`config.mk`:
```
export PLATFORM = sky130hd
export DESIGN_NAME = seven_segment_scanner
export DESIGN_NICKNAME = d
export VERILOG_FILES = /design/src/rtl/seven_segment_scanner.sv
export SDC_FILE = /design/constraint.sdc
export NUM_CORES = 1
export LEC_CHECK = 0
export CAP_MARGIN = 5
export CELL_PAD_IN_SITES_DETAIL_PLACEMENT = 1
export CELL_PAD_IN_SITES_GLOBAL_PLACEMENT = 1
export CORE_MARGIN = 10
export CORE_UTILIZATION = 41
export CTS_BUF_LIST = sky130_fd_sc_hd__clkbuf_16
export CTS_CLUSTER_SIZE = 24
export DETAILED_ROUTE_END_ITERATION = 10
export HOLD_SLACK_MARGIN = 0.08
export MAX_ROUTING_LAYER = met4
export PLACE_DENSITY = 0.85
export SYNTH_ARGS = -nofsm -noshare
export SYNTH_HDL_FRONTEND = slang
export SYNTH_SLANG_ARGS = --single-unit
```
`constraint.sdc`:
```
create_clock -name clk -period 2.2 [get_ports clk]
set_clock_uncertainty 0.1 [all_clocks]
set_input_delay 0.22 -clock clk [delete_from_list [all_inputs] [get_ports clk]]
set_output_delay 0.22 -clock clk [all_outputs]
set_load 0.03 [all_outputs]
```
`src/rtl/seven_segment_scanner.sv`:
```
// rtl/seven_segment_scanner.sv - 4-digit multiplexed display scanner feeding a hex-to-7seg decoder
// Double-buffered value, applied only at frame boundaries; optional leading-zero blanking.
module seven_segment_scanner #(
  parameter int PRESCALE = 50000,
  parameter bit BLANK_LZ = 1'b1
) (
  input  logic        clk,
  input  logic        rst,
  input  logic        load,
  input  logic [15:0] data_in,
  input  logic [3:0]  dp_in,
  output logic        w,
  output logic        x,
  output logic        y,
  output logic        z,
  output logic [3:0]  an,
  output logic        dp,
  output logic        blank,
  output logic        frame_tick,
  output logic        update_ack
);

  localparam int CW = (PRESCALE > 1) ? $clog2(PRESCALE) : 1;
  localparam logic [CW-1:0] LAST = CW'(PRESCALE - 1);

  logic [CW-1:0] count;
  logic [1:0]    idx;
  logic [15:0]   disp;
  logic [3:0]    disp_dp;
  logic [15:0]   pending;
  logic [3:0]    pending_dp;
  logic          pending_valid;

  logic          tick;
  logic          boundary;
  logic [3:0]    nib;
  logic [3:0]    hi_zero;
  logic          slot_blank;

  assign tick     = (count == LAST);
  assign boundary = tick && (idx == 2'd3);

  always_ff @(posedge clk or posedge rst) begin
    if (rst) begin
      count <= '0;
      idx   <= 2'd0;
    end else begin
      count <= tick ? '0 : count + CW'(1);
      if (tick) idx <= idx + 2'd1;
    end
  end

  // A load coinciding with the boundary bypasses the pending buffer so the newest data wins.
  always_ff @(posedge clk or posedge rst) begin
    if (rst) begin
      disp          <= 16'h0000;
      disp_dp       <= 4'b0000;
      pending       <= 16'h0000;
      pending_dp    <= 4'b0000;
      pending_valid <= 1'b0;
      frame_tick    <= 1'b0;
      update_ack    <= 1'b0;
    end else begin
      frame_tick <= boundary;
      update_ack <= boundary && (load || pending_valid);
      if (boundary) begin
        pending_valid <= 1'b0;
        if (load) begin
          disp    <= data_in;
          disp_dp <= dp_in;
        end else if (pending_valid) begin
          disp    <= pending;
          disp_dp <= pending_dp;
        end
      end else if (load) begin
        pending       <= data_in;
        pending_dp    <= dp_in;
        pending_valid <= 1'b1;
      end
    end
  end

  // hi_zero[i]: digit i and everything above it are zero with no decimal points lit.
  always_comb begin
    hi_zero    = 4'b0000;
    hi_zero[3] = (disp[15:12] == 4'h0) && !disp_dp[3];
    hi_zero[2] = hi_zero[3] && (disp[11:8] == 4'h0) && !disp_dp[2];
    hi_zero[1] = hi_zero[2] && (disp[7:4] == 4'h0) && !disp_dp[1];
    hi_zero[0] = 1'b0;
  end

  always_comb begin
    nib = 4'h0;
    case (idx)
      2'd0: nib = disp[3:0];
      2'd1: nib = disp[7:4];
      2'd2: nib = disp[11:8];
      2'd3: nib = disp[15:12];
      default: nib = 4'h0;
    endcase
  end

  assign slot_blank = BLANK_LZ && hi_zero[idx];

  always_comb begin
    {w, x, y, z} = nib;
    blank        = slot_blank;
    an           = slot_blank ? 4'b1111 : ~(4'b0001 << idx);
    dp           = slot_blank ? 1'b1 : ~disp_dp[idx];
  end

endmodule

```
Yosys cells after proc, flatten, opt, wreduce, memory -nomap -nowiden
Index checks and enable logic that the tools add are counted.
{ "totals": {"output_inout_bits": 12, "reg_bits": 61, "input_bits": 23} }
{ "op_classes": {"bitwise": 3, "magnitude_cmp": 1, "n_reduce_logical": 19, "n_eq_ne": 4, "n_shift": 1, "addsub": 2, "n_mux": 14} }
{ "op_table": {"columns": ["op", "count"], "rows": [
  ["two-way mux 16 bit", 3],
  ["adder 16 x 1 -> 16 bit (second input constant)", 1],
  ["equality test 16 bit (second input constant)", 1],
  ["case mux 4 bit (4 select lines)", 1],
  ["logical NOT 4 bit", 3],
  ["two-way mux 4 bit", 3],
  ["logical AND 1 bit", 7],
  ["two-way mux 1 bit", 5],
  ["binary-select mux 1 bit (select 2 bit)", 2],
  ["equality test 2 bit (second input constant)", 2],
  ["inverter 4 bit", 1],
  ["AND reduction 2 bit", 2],
  ["nonzero test 2 bit", 2],
  ["<< shifter 1 x 2 -> 4 bit (first input constant)", 1],
  ["logical NOT 1 bit", 3],
  ["less-than comparator 2 x 3 -> 1 bit (second input constant)", 1],
  ["adder 2 x 1 -> 2 bit (second input constant)", 1],
  ["equality test 2 x 1 -> 1 bit (second input constant)", 1],
  ["logical NOT 2 bit", 1],
  ["inverter 1 bit", 2],
  ["logical OR 1 bit", 1]
]} }

Logic depth before layout (Yosys ltp)
{ "depth": {"ltp_word": 9, "mapped_depth": 6, "ltp_nobuf": 5} }

Worst setup path after synthesis
No wires, ideal clock.
{ "synth_timing": {"kind": "reg2reg", "from": "register count[4]", "to": "register pending[8]", "n_path_buf": 1, "arrival_time_ns": 1.927, "required_time_ns": 1.972, "path_stages_with_launch": 6, "period_less_slack_ns": 2.154, "setup_slack_ns": 0.046, "path_cell_list": "dfrtp_1 or4b_1 nor4_4 a21boi_1 buf_6 mux2_1"} }
{ "synth_between": {"elab_chain_cells": 4} }
{ "synth_rtl": {"columns": ["element", "line_no", "rtl"], "rows": [
  ["start, declared", "26", "logic [CW-1:0] count;"],
  ["start signal, assigned", "48", "count <= tick ? '0 : count + CW'(1);"],
  ["equality test 16 bit", "40", "assign tick = (count == LAST);"],
  ["logical AND 1 bit", "41", "assign boundary = tick && (idx == 2'd3);"],
  ["inverter 1 bit (no line)", null, null],
  ["AND reduction 2 bit (no line)", null, null],
  ["end signal, assigned", "76", "pending <= data_in;"],
  ["end, declared", "30", "logic [15:0] pending;"]
]} }
Every way passes these cells.
A chain may end at the register's enable or synchronous reset.

Worst setup path after layout
{ "layout_timing": {"from": "register idx[0]", "to": "output y"} }
{ "layout_between": {"elab_chain_cells": 2} }
{ "layout_rtl": {"columns": ["element", "line_no", "rtl"], "rows": [
  ["start, declared", "27", "logic [1:0] idx;"],
  ["start signal, assigned", "49", "if (tick) idx <= idx + 2'd1;"],
  ["equality test 2 bit (tied with other cells)", "94", "case (idx)"],
  ["case mux 4 bit (4 select lines) *", "94", null],
  ["end, declared", "14", "output logic y,"]
]} }
Every way passes the cells marked *; elsewhere a longest branch is shown, timed or not.

==> metrics.csv <==
metric;value;unit
setup.worst_path.class;flip-flop to output pin;
power.density;645;nW/um^2
routabilityCongestion;0.825;
synth-seq-area-share;49.9;%
nets;340;
syn_area;3060;sq um
start_util;42.2;%
ir_worst_vdd;0.402;mV
layout_worst_path_cycle_share;110;%
crit_slowest_cell;a222oi_1;
wirelength;10400;microns
cts-root-buf;clkbuf_16;
io_pins;35;
clock_latency;0.33;ns
rr_endpoint;disp[5];
worst_slew_pin_slew;0.665;ns
whs;0.174;ns
grt_pass1_wl;15100;microns
drt_iter0_drc;68;
grt_pass1_vias;2638;
r2r-start;count[13];
rr_worst_depth;6;
maxCapViolCount;0;
ctsHoldBuffers;0;
critical-path-top-delay-family;compound AO/OA/AOI/OAI gates;
htree_levels;3;
ys_ff_latch;61;
crit_path_max_fanout;5;
grtUsageTotal;17.9;%
die_h;106;microns
area_growth;41.7;%
via_per_inst;5.47;
arrival;2.09;ns
crit_path_max_incr_delay;0.56;ns
setup_slack;-0.214;ns
fmax;0.414;GHz
rrSetupSlack;-0.11;ns
status;complete, but fails checks;
critPathBufInv;2;
num_rows;31;
min_period;2.41;ns
violations;negative setup slack;
yosys.cell_types.count;37;
hold_viol;0;
num_vias;2264;
cts_buffers;9;
path_clk_slew;0.06;ns
synth_nets;255;
syn_area_per_cell;13.5;sq um
wl_per_cell;25.2;microns
drc;0;
ant_nets;0;
leakage;2.16;nW
grt_overflow;0;
clk_path_buf_depth;2;
path_cells;buf_4, ha_2, a222oi_1, mux2i_1, buf_2;
worstPathRequired;1.88;ns
ys_warn_count;0;
hpwl;6000;microns
fp.dieW;106;microns
drive_above_1_share;46.0;%
numPortBuffers;34;
slew_headroom;55.7;%
core;7250;sq um
grt_max_degree;24;
cts_tree;done;
dr.pass1.iters;4;
antenna_found_initial;0;
hold_class;primary input to asynchronous set/reset pin;
dieArea;11300;sq um
clkSinkCount;61;
startpoint_type;flip-flop;
rsz0062_at_grt;yes;
worst_setup_path_end_kind;output pin;
diodes;0;
slew_violations;0;
synthCells;226;
setup_viol;45;
utilization;59.8;%
nFillCells;715;
==> area by class of cell <==
type / count / area, sq um / share of cell area (%)
multi-input cells: 145 / 1540 / 35.6
flip-flops and latches: 61 / 1530 / 35.3
repair buffers: 82 / 813 / 18.8
clock buffers: 9 / 225 / 5.19
well taps: 99 / 124 / 2.86
clock inverters: 6 / 56.3 / 1.30
inverters: 12 / 45.0 / 1.04
==> worst register-to-register path: cells and delay by family (launching register included) <==
kind	cells	cell delay [ns]
buffers and inverters	2	0.37
flip-flops	1	0.39
multiplexers	1	0.31
AND/OR/NAND/NOR	3	1.03
==> routing by layer <==
| metal | up-vias | global-route usage (%) | share of wire (%) |
|---|---|---|---|
| met3 | 33 | 3.93 | 4.3 |
| met2 | 86 | 31.2 | 54 |
| li1 | 975 | - | - |
| met5 | - | - | 0 |
| met4 | 0 | 10.3 | 4.5 |
| met1 | 1170 | 18.3 | 38 |
==> layout by cell type, fill, tap and decap left out, types with 3 or more instances in the layout <==
cell type        synthesis  final
a222oi_1                 4      4
buf_12                   0      6
buf_2                    1      3
buf_4                    0     40
buf_6                    4      3
clkbuf_16                0     10
clkdlybuf4s50_1          0     24
clkinv_2                 0      3
dfrtp_1                 61     58
dfrtp_2                  0      3
ha_2                     0      3
inv_1                   12     11
mux2_2                  17     17
mux2_4                  33     35
mux2i_1                 13     13
nand2_1                  8      7
nand3_1                  4      4
nand4_1                  7      7
nor2_1                  13     13
xnor2_1                  7      7
xor2_1                   6      6
==> repair_timing <==
item                                    CTS  global route
buffers inserted                          8             7
cloned                                    3             0
pin swaps                                 8             8
endpoints found under the setup margin   46            52
gates resized for setup                  39            26
==> worst max path at each step <==
stage              start       endpoint  cells after the start
4_1_cts           idx[1]              y                      5
3_3_place_gp    count[4]  pending_dp[0]                      6
5_1_grt           idx[0]              y                      4
3_5_place_dp   count[12]  pending_dp[0]                      6
6_report          idx[0]              y                      5
2_1_floorplan   count[4]     pending[8]                      5
==> metrics by stage <==
step	setup slack [ns]	power (mW)	TNS (ns)	instance area (sq um)	std cells
floorplan	0.0457	1.32	0	3060	226
global placement	-0.0377	1.40	-0.442	3740	382
detailed placement	-0.120	1.42	-2.88	3740	382
CTS	-0.131	2.80	-2.03	4230	408
global route	-0.293	2.88	-6.36	4340	414
finish	-0.214	2.80	-3.47	4340	414
==> report_power, final <==
part	switching [mW]	leakage, nW	total, mW	internal (mW)
Combinational	0.0924	1.25	0.238	0.146
Sequential	0.0278	0.761	1.19	1.16
Clock	0.513	0.142	1.37	0.859
==> logic make-up after synthesis <==
family | Yosys count | synth area share (%)
flip-flops | 61 | 49.9
AND/OR/NAND/NOR | 51 | 9.93
buffers and inverters | 20 | 3.47
adder cells (fa/ha/maj) | 6 | 2.45
multiplexers | 66 | 28.2
XOR/XNOR | 13 | 3.72
AO/OA/AOI/OAI | 9 | 2.37
==> synthesized netlist by cell type <==
| master | n | area share (%) |
|---|---|---|
| or4bb_1 | 2 | 0.74 |
| xor2_1 | 6 | 1.7 |
| nor2_1 | 13 | 1.6 |
| inv_1 | 12 | 1.5 |
| nor4_1 | 1 | 0.20 |
| mux2_2 | 17 | 6.3 |
| mux2i_1 | 13 | 4.3 |
| a21boi_1 | 1 | 0.25 |
| buf_6 | 4 | 1.5 |
| buf_1 | 3 | 0.37 |
| mux2_4 | 33 | 16 |
| buf_2 | 1 | 0.16 |
| ha_1 | 6 | 2.5 |
| or4b_1 | 1 | 0.33 |
| and2_1 | 2 | 0.41 |
| nor2b_1 | 1 | 0.20 |
| nand2b_1 | 1 | 0.20 |
| nand3_1 | 4 | 0.65 |
| mux4_2 | 1 | 0.74 |
| mux2_1 | 2 | 0.74 |
| nor4_4 | 1 | 0.69 |
| or4_1 | 2 | 0.49 |
| nand2_1 | 8 | 0.98 |
| xnor2_1 | 7 | 2.0 |
| a222oi_1 | 4 | 1.3 |
| dfrtp_1 | 61 | 50 |
| nor4b_1 | 1 | 0.29 |
| a211o_1 | 1 | 0.29 |
| nand4_1 | 7 | 1.4 |
| nand3b_2 | 1 | 0.37 |
| nor3_1 | 1 | 0.16 |
| a31oi_1 | 1 | 0.20 |
| and3_1 | 2 | 0.41 |
| nand3b_1 | 1 | 0.25 |
| nor3b_1 | 1 | 0.25 |
| o21ai_0 | 2 | 0.33 |
| and4_1 | 1 | 0.29 |
==> sequential cells by signal (all words and copies together), names as in the netlist <==
signal / flops
disp_dp: 4
frame_tick: 1
update_ack: 1
pending: 16
disp: 16
pending_valid: 1
count: 16
pending_dp: 4
idx: 2
(Power assumes the default switching activity.)
